### src/rtl/morse_receiver.sv
// morse_receiver: decodes a keyed Morse line into ASCII character strobes.
// The key is synchronized, timed in Morse units by a prescaler, classified
// into dots and dashes, and looked up as ITU letters/digits; long gaps
// produce a word-space character.
// Optional build macro MORSE_RX_DEBOUNCE_EN inserts a debounce stage after
// the synchronizer (DEBOUNCE_CYCLES is only used when it is defined).
module morse_receiver #(
    parameter int UNIT_CYCLES     = 50000000,
    parameter int DEBOUNCE_CYCLES = 1000
) (
    input  logic       CLK,
    input  logic       RST,
    input  logic       KEY,
    output logic [7:0] CHAR_OUT,
    output logic       CHAR_VALID,
    output logic       ERR,
    output logic       RX_ACTIVE
);

    typedef enum logic [1:0] {
        IDLE  = 2'd0,
        MARK  = 2'd1,
        SPACE = 2'd2
    } state_t;

    localparam logic [27:0] UNIT_LAST = 28'(UNIT_CYCLES - 1);

    logic        key_meta;
    logic        key_sync;
    logic        ks;
    logic        ks_prev;
    logic        ks_edge;
    logic        rise;
    logic        fall;
    logic        tick;
    logic [27:0] presc_q;
    logic [27:0] phase;
    logic [3:0]  dur_q;
    state_t      state_q;
    state_t      state_d;
    logic [2:0]  len_q;
    logic [2:0]  len_d;
    logic [4:0]  code_q;
    logic [4:0]  code_d;
    logic        ovf_q;
    logic        ovf_d;
    logic        word_pend_q;
    logic        word_pend_d;
    logic [7:0]  char_q;
    logic [7:0]  char_d;
    logic        valid_q;
    logic        valid_d;
    logic        err_q;
    logic        err_d;
    logic [7:0]  lut_char;

    // Two-flop synchronizer bringing the asynchronous key into the clock domain
    always_ff @(posedge CLK or posedge RST) begin
        if (RST) begin
            key_meta <= 1'b0;
            key_sync <= 1'b0;
        end else begin
            key_meta <= KEY;
            key_sync <= key_meta;
        end
    end

`ifdef MORSE_RX_DEBOUNCE_EN
    localparam int DB_W = (DEBOUNCE_CYCLES > 1) ? $clog2(DEBOUNCE_CYCLES) : 1;
    localparam logic [DB_W-1:0] DB_LAST = DB_W'(DEBOUNCE_CYCLES - 1);

    logic [DB_W-1:0] db_cnt;
    logic            db_level;

    // Accept a new key level only once it has held for DEBOUNCE_CYCLES cycles
    always_ff @(posedge CLK or posedge RST) begin
        if (RST) begin
            db_cnt   <= '0;
            db_level <= 1'b0;
        end else if (key_sync == db_level) begin
            db_cnt <= '0;
        end else if (db_cnt == DB_LAST) begin
            db_cnt   <= '0;
            db_level <= key_sync;
        end else begin
            db_cnt <= db_cnt + 1'b1;
        end
    end

    assign ks = db_level;
`else
    logic unused_debounce_cfg;
    assign unused_debounce_cfg = (DEBOUNCE_CYCLES != 0);
    assign ks = key_sync;
`endif

    // Previous key level, used to spot rising and falling edges
    always_ff @(posedge CLK or posedge RST) begin
        if (RST) begin
            ks_prev <= 1'b0;
        end else begin
            ks_prev <= ks;
        end
    end

    assign ks_edge = ks ^ ks_prev;
    assign rise    = ks_edge & ks;
    assign fall    = ks_edge & ~ks;

    // The edge cycle itself counts as cycle 0 of a unit, so a level held for
    // exactly N units sees N ticks before the next edge arrives.
    assign phase = ks_edge ? 28'd0 : presc_q;
    assign tick  = (phase == UNIT_LAST);

    // Unit-time prescaler, restarted by every key edge
    always_ff @(posedge CLK or posedge RST) begin
        if (RST) begin
            presc_q <= 28'd0;
        end else if (tick) begin
            presc_q <= 28'd0;
        end else begin
            presc_q <= phase + 28'd1;
        end
    end

    // Saturating count of whole units the current level has lasted
    always_ff @(posedge CLK or posedge RST) begin
        if (RST) begin
            dur_q <= 4'd0;
        end else if (ks_edge) begin
            dur_q <= 4'd0;
        end else if (tick && (state_q != IDLE) && (dur_q != 4'd15)) begin
            dur_q <= dur_q + 4'd1;
        end
    end

    // ITU Morse table; the first symbol sits in the MSB of the used code bits
    function automatic logic [7:0] lookup(input logic [2:0] len, input logic [4:0] code);
        logic [7:0] ch;
        ch = 8'h3F;
        case ({len, code})
            {3'd1, 5'b00000}: ch = "E";
            {3'd1, 5'b00001}: ch = "T";
            {3'd2, 5'b00000}: ch = "I";
            {3'd2, 5'b00001}: ch = "A";
            {3'd2, 5'b00010}: ch = "N";
            {3'd2, 5'b00011}: ch = "M";
            {3'd3, 5'b00000}: ch = "S";
            {3'd3, 5'b00001}: ch = "U";
            {3'd3, 5'b00010}: ch = "R";
            {3'd3, 5'b00011}: ch = "W";
            {3'd3, 5'b00100}: ch = "D";
            {3'd3, 5'b00101}: ch = "K";
            {3'd3, 5'b00110}: ch = "G";
            {3'd3, 5'b00111}: ch = "O";
            {3'd4, 5'b00000}: ch = "H";
            {3'd4, 5'b00001}: ch = "V";
            {3'd4, 5'b00010}: ch = "F";
            {3'd4, 5'b00100}: ch = "L";
            {3'd4, 5'b00110}: ch = "P";
            {3'd4, 5'b00111}: ch = "J";
            {3'd4, 5'b01000}: ch = "B";
            {3'd4, 5'b01001}: ch = "X";
            {3'd4, 5'b01010}: ch = "C";
            {3'd4, 5'b01011}: ch = "Y";
            {3'd4, 5'b01100}: ch = "Z";
            {3'd4, 5'b01101}: ch = "Q";
            {3'd5, 5'b11111}: ch = "0";
            {3'd5, 5'b01111}: ch = "1";
            {3'd5, 5'b00111}: ch = "2";
            {3'd5, 5'b00011}: ch = "3";
            {3'd5, 5'b00001}: ch = "4";
            {3'd5, 5'b00000}: ch = "5";
            {3'd5, 5'b10000}: ch = "6";
            {3'd5, 5'b11000}: ch = "7";
            {3'd5, 5'b11100}: ch = "8";
            {3'd5, 5'b11110}: ch = "9";
            default:          ch = 8'h3F;
        endcase
        return ch;
    endfunction

    assign lut_char = lookup(len_q, code_q);

    // Next-state logic: symbol assembly, character and word-space emission
    always_comb begin
        state_d     = state_q;
        len_d       = len_q;
        code_d      = code_q;
        ovf_d       = ovf_q;
        word_pend_d = word_pend_q;
        char_d      = char_q;
        valid_d     = 1'b0;
        err_d       = 1'b0;

        case (state_q)
            IDLE: begin
                len_d  = 3'd0;
                code_d = 5'd0;
                ovf_d  = 1'b0;
                if (rise) begin
                    state_d = MARK;
                end
            end

            MARK: begin
                if (fall) begin
                    if (dur_q == 4'd0) begin
                        state_d = (len_q != 3'd0) ? SPACE : IDLE;
                    end else begin
                        state_d = SPACE;
                        if (len_q == 3'd5) begin
                            ovf_d = 1'b1;
                        end else begin
                            code_d = {code_q[3:0], (dur_q >= 4'd2)};
                            len_d  = len_q + 3'd1;
                        end
                    end
                end
            end

            SPACE: begin
                if (rise) begin
                    state_d = MARK;
                end else if (tick && (dur_q == 4'd2) && (len_q != 3'd0)) begin
                    valid_d     = 1'b1;
                    char_d      = ovf_q ? 8'h3F : lut_char;
                    err_d       = ovf_q | (lut_char == 8'h3F);
                    len_d       = 3'd0;
                    code_d      = 5'd0;
                    ovf_d       = 1'b0;
                    word_pend_d = 1'b1;
                end else if (tick && (dur_q == 4'd6)) begin
                    if (word_pend_q) begin
                        valid_d = 1'b1;
                        char_d  = 8'h20;
                    end
                    word_pend_d = 1'b0;
                    state_d     = IDLE;
                end
            end

            default: begin
                state_d = IDLE;
            end
        endcase
    end

    // State and datapath registers, outputs registered for one-cycle latency
    always_ff @(posedge CLK or posedge RST) begin
        if (RST) begin
            state_q     <= IDLE;
            len_q       <= 3'd0;
            code_q      <= 5'd0;
            ovf_q       <= 1'b0;
            word_pend_q <= 1'b0;
            char_q      <= 8'h00;
            valid_q     <= 1'b0;
            err_q       <= 1'b0;
        end else begin
            state_q     <= state_d;
            len_q       <= len_d;
            code_q      <= code_d;
            ovf_q       <= ovf_d;
            word_pend_q <= word_pend_d;
            char_q      <= char_d;
            valid_q     <= valid_d;
            err_q       <= err_d;
        end
    end

    assign CHAR_OUT   = char_q;
    assign CHAR_VALID = valid_q;
    assign ERR        = err_q;
    assign RX_ACTIVE  = (state_q != IDLE);

endmodule

### config.mk
export PLATFORM = sky130hd
export DESIGN_NAME = morse_receiver
export DESIGN_NICKNAME = d
export VERILOG_FILES = /design/src/rtl/morse_receiver.sv
export SDC_FILE = /design/constraint.sdc
export NUM_CORES = 1
export LEC_CHECK = 0
export ABC_AREA = 0
export BUFFER_PORTS_ARGS = -buffer_cell sky130_fd_sc_hd__buf_4
export CORE_MARGIN = 2
export CORE_UTILIZATION = 45
export DETAILED_ROUTE_END_ITERATION = 10
export REMOVE_ABC_BUFFERS = 1
export SLEW_MARGIN = 5
export SYNTH_ARGS = -nofsm -noshare
export SYNTH_HDL_FRONTEND = slang
export SYNTH_SLANG_ARGS = --single-unit
### constraint.sdc
create_clock -name CLK -period 7 [get_ports CLK]
set_input_delay 0.7 -clock CLK [delete_from_list [all_inputs] [get_ports CLK]]
set_output_delay 0.7 -clock CLK [all_outputs]
set_load 0.05 [all_outputs]
==> flow_summary.toml <==
[run_status]
outcome = "finished, final reports clean"

[critical_path]
crit_family = "simple AND/OR/NAND/NOR gates"
critPathBufInv = 2
crit_required_ns = 7.21
worstSetupPathType = "flop to flop"
worstSetupEndpointType = "flop"
cpMostUsedCell = "ha_1"
slowest_stage = "ha_1"
slowest_delay_ns = 0.77
cp.arrival_ns = 4.05
cp_max_fo = 28
cp_cell_sequence = "inv_1 > ha_1 > and2_1 > ha_1 > and4_1 > nand2b_1 > nor4_2 > buf_4 > nand4_1 > a211o_1 > o21a_1"
worst_setup_path_start_kind = "flop"

[synth]
netlist_top_cells_area = "dfrtp_1 39%, nand3_1 5.0%, nor2_1 3.9%"
yosys_warnings = 0
synth_commonest_cells = "56 x dfrtp_1, 37 x nor2_1, 36 x nand2_1, 36 x nand3_1"
synth_cells = 417
netlist_area_mm2 = 0.003596
yosysSeqAreaShare = 0.3897
synth_most_common_cell = "dfrtp_1"
yosys.area.top_type = "dfrtp_1"
synth_edf_count = 0
synth_top_cell_area_share = 0.3897
syn_area_per_cell_um2 = 8.623
ys.flop_type = "dfrtp_1"
ys_seq_elements = 56
ys_async_sr_fraction = 1.000
synth_cell_types = 65

[sta]
setup_violations = 0
tightest_slew_ns = 0.9241
tns_ns = 0
finalCritPeriodShare = 0.5485
max_slew_margin = 0.3839
slew_viol_final = 0
min_period_ns = 3.839
finalWorstSetupSlack_ns = 3.161
skew_ns = 0.01107
rsz0062_at_grt = "false"
finalHoldViolCount = 0
timing.fmax_mhz = 260.5
holdWs_ns = 0.3731

[pwr]
clkPwrFrac = 0.367
p_int_mw = 0.4501
pwr-share-seq = 0.564
p_sw_mw = 0.1468
p_leak_nw = 1.569
combPwrFrac = 0.070
ir_worst_vdd_uv = 102.3
power.density_mw_per_mm2 = 156.4
swShare = 0.2460

[clocking]
cts_buffers = 5
cts_setup_buffers = 0
post_cts_resized = 0
cts.sinks = 56
ctsHoldBuffers = 0
clk_pin_slew_worst_paths_ns = 0.11
cts-root-buf = "clkbuf_8"
clk_latency_ns = 0.31
cts_htree_levels = 2
ctsLongestPathBuffers = 2
cts_tree = "built"

[route]
drc = 0
drtIter0Drc = 182
vias_per_cell = 5.795
drt_wl_total_mm = 7.541
drtPass1Iterations = 4
wire_per_inst_um = 14.73
ant_nets = 0
vias = 2967

[final_layout]
antenna_cells = 0
final_nets = 421
final_layout_size_suffix_gt1_frac = 0.07805
fillCellCount = 737
area_growth_pct = 6.124
final_cells = 512

[global_route]
grt_pass1_wl_mm = 13.19
grt_overflow_total = 0
track_usage = 0.1857
grt_pass1_vias = 2695
grt_max_degree = 57
antenna_found_initial = 0

[placement]
dp_hpwl_mm = 5.189
port_buffers = 12
dp_slack_ns = 3.134
dp.cells = 504
gp_congestion = 0.8532

[floorplanning]
ioPinCount = 14
rows = 32
dieArea_mm2 = 0.008722
die_h_um = 93.39
start_util = 0.4653
coreArea_mm2 = 0.007727
fp.dieW_um = 93.39

[worst_hold_path]
min_path_type = "flop to flop"

[flow_run]
maxCapViolCount = 0
## layout by cell type, fill, tap and decap left out, types with 13 or more instances in the layout
| master | count |
|---|---|
| dfrtp_1 | 56 |
| nand2_1 | 36 |
| nor3_1 | 13 |
| nand3_1 | 36 |
| inv_1 | 16 |
| o21ai_0 | 13 |
| xnor2_1 | 15 |
| nor2_1 | 37 |
| buf_4 | 14 |
## logic make-up after synthesis
group,after synthesis,share of synthesized area
xor+xnor,25,0.06089
buf+inv,46,0.05323
mux,3,0.008351
flops,56,0.3897
other cells,1,0.001043
compound gates,81,0.1632
fa+ha+maj,9,0.03132
simple gates,196,0.2923
## power groups by stage
stage | Combinational, mW | Sequential, mW | Clock, mW
2_1_floorplan | 0.0307 | 0.341 | 0
3_3_place_gp | 0.0428 | 0.343 | 0
3_5_place_dp | 0.0428 | 0.343 | 0
4_1_cts | 0.0428 | 0.337 | 0.226
5_1_grt | 0.0472 | 0.338 | 0.242
6_report | 0.0415 | 0.337 | 0.219
## registers in the layout, summed over array words and instances, names as in the netlist
register and flops:
CHAR_VALID 1, ovf_q 1, CHAR_OUT 7, code_q 5, len_q 3, presc_q 28
ks_prev 1, ERR 1, key_sync 1, key_meta 1, state_q 2, word_pend_q 1
dur_q 4
## path summary, 6_finish.rpt
path | slack [ns] | end | cells past startpoint | start
hold / removal | 0.37 | key_sync$_DFF_PP0_ | 0 | key_meta$_DFF_PP0_
hold reg to reg | 0.37 | key_sync$_DFF_PP0_ | 0 | key_meta$_DFF_PP0_
setup reg to reg | 3.16 | CHAR_OUT[5]$_DFFE_PP0P_ | 11 | key_sync$_DFF_PP0_
max in group asynchronous | 5.95 | dur_q[3]$_DFFE_PP0P_ | 3 | RST
min in group asynchronous | 0.56 | presc_q[26]$_DFF_PP0_ | 3 | RST
setup / recovery | 3.16 | CHAR_OUT[5]$_DFFE_PP0P_ | 11 | key_sync$_DFF_PP0_
## stage by stage
stage / area, µm² / util / total power [mW]
2_1_floorplan: 3468 / - / 0.3721
3_3_place_gp: 3701 / 0.4790 / 0.3858
3_5_place_dp: 3701 / 0.4790 / 0.3857
4_1_cts: 3816 / 0.4938 / 0.6051
5_1_grt: 3816 / 0.4938 / 0.6271
6_report: 3816 / 0.4938 / 0.5969
## layer usage
| layer | vias to the layer above | wire (µm) | part of all wire | GRT usage |
|---|---|---|---|---|
| met5 | - | 0 | 0 | 0 |
| met4 | 0 | 68 | 0.0090 | 0.04167 |
| met3 | 8 | 334 | 0.044 | 0.03062 |
| met2 | 68 | 3272 | 0.43 | 0.2686 |
| met1 | 1414 | 3865 | 0.51 | 0.2890 |
| li1 | 1477 | - | - | - |
## area by class of cell
| class | count | area (µm²) | area share |
|---|---|---|---|
| sequential | 56 | 1401 | 0.3672 |
| timing repair buffer | 14 | 105.1 | 0.02754 |
| inverter | 17 | 63.81 | 0.01672 |
| clock inverter | 3 | 46.29 | 0.01213 |
| tap | 102 | 127.6 | 0.03344 |
| multi-input combinational | 315 | 2003 | 0.5249 |
| clock buffer | 5 | 68.82 | 0.01803 |
Note: power is estimated with default switching activity, not from simulation.
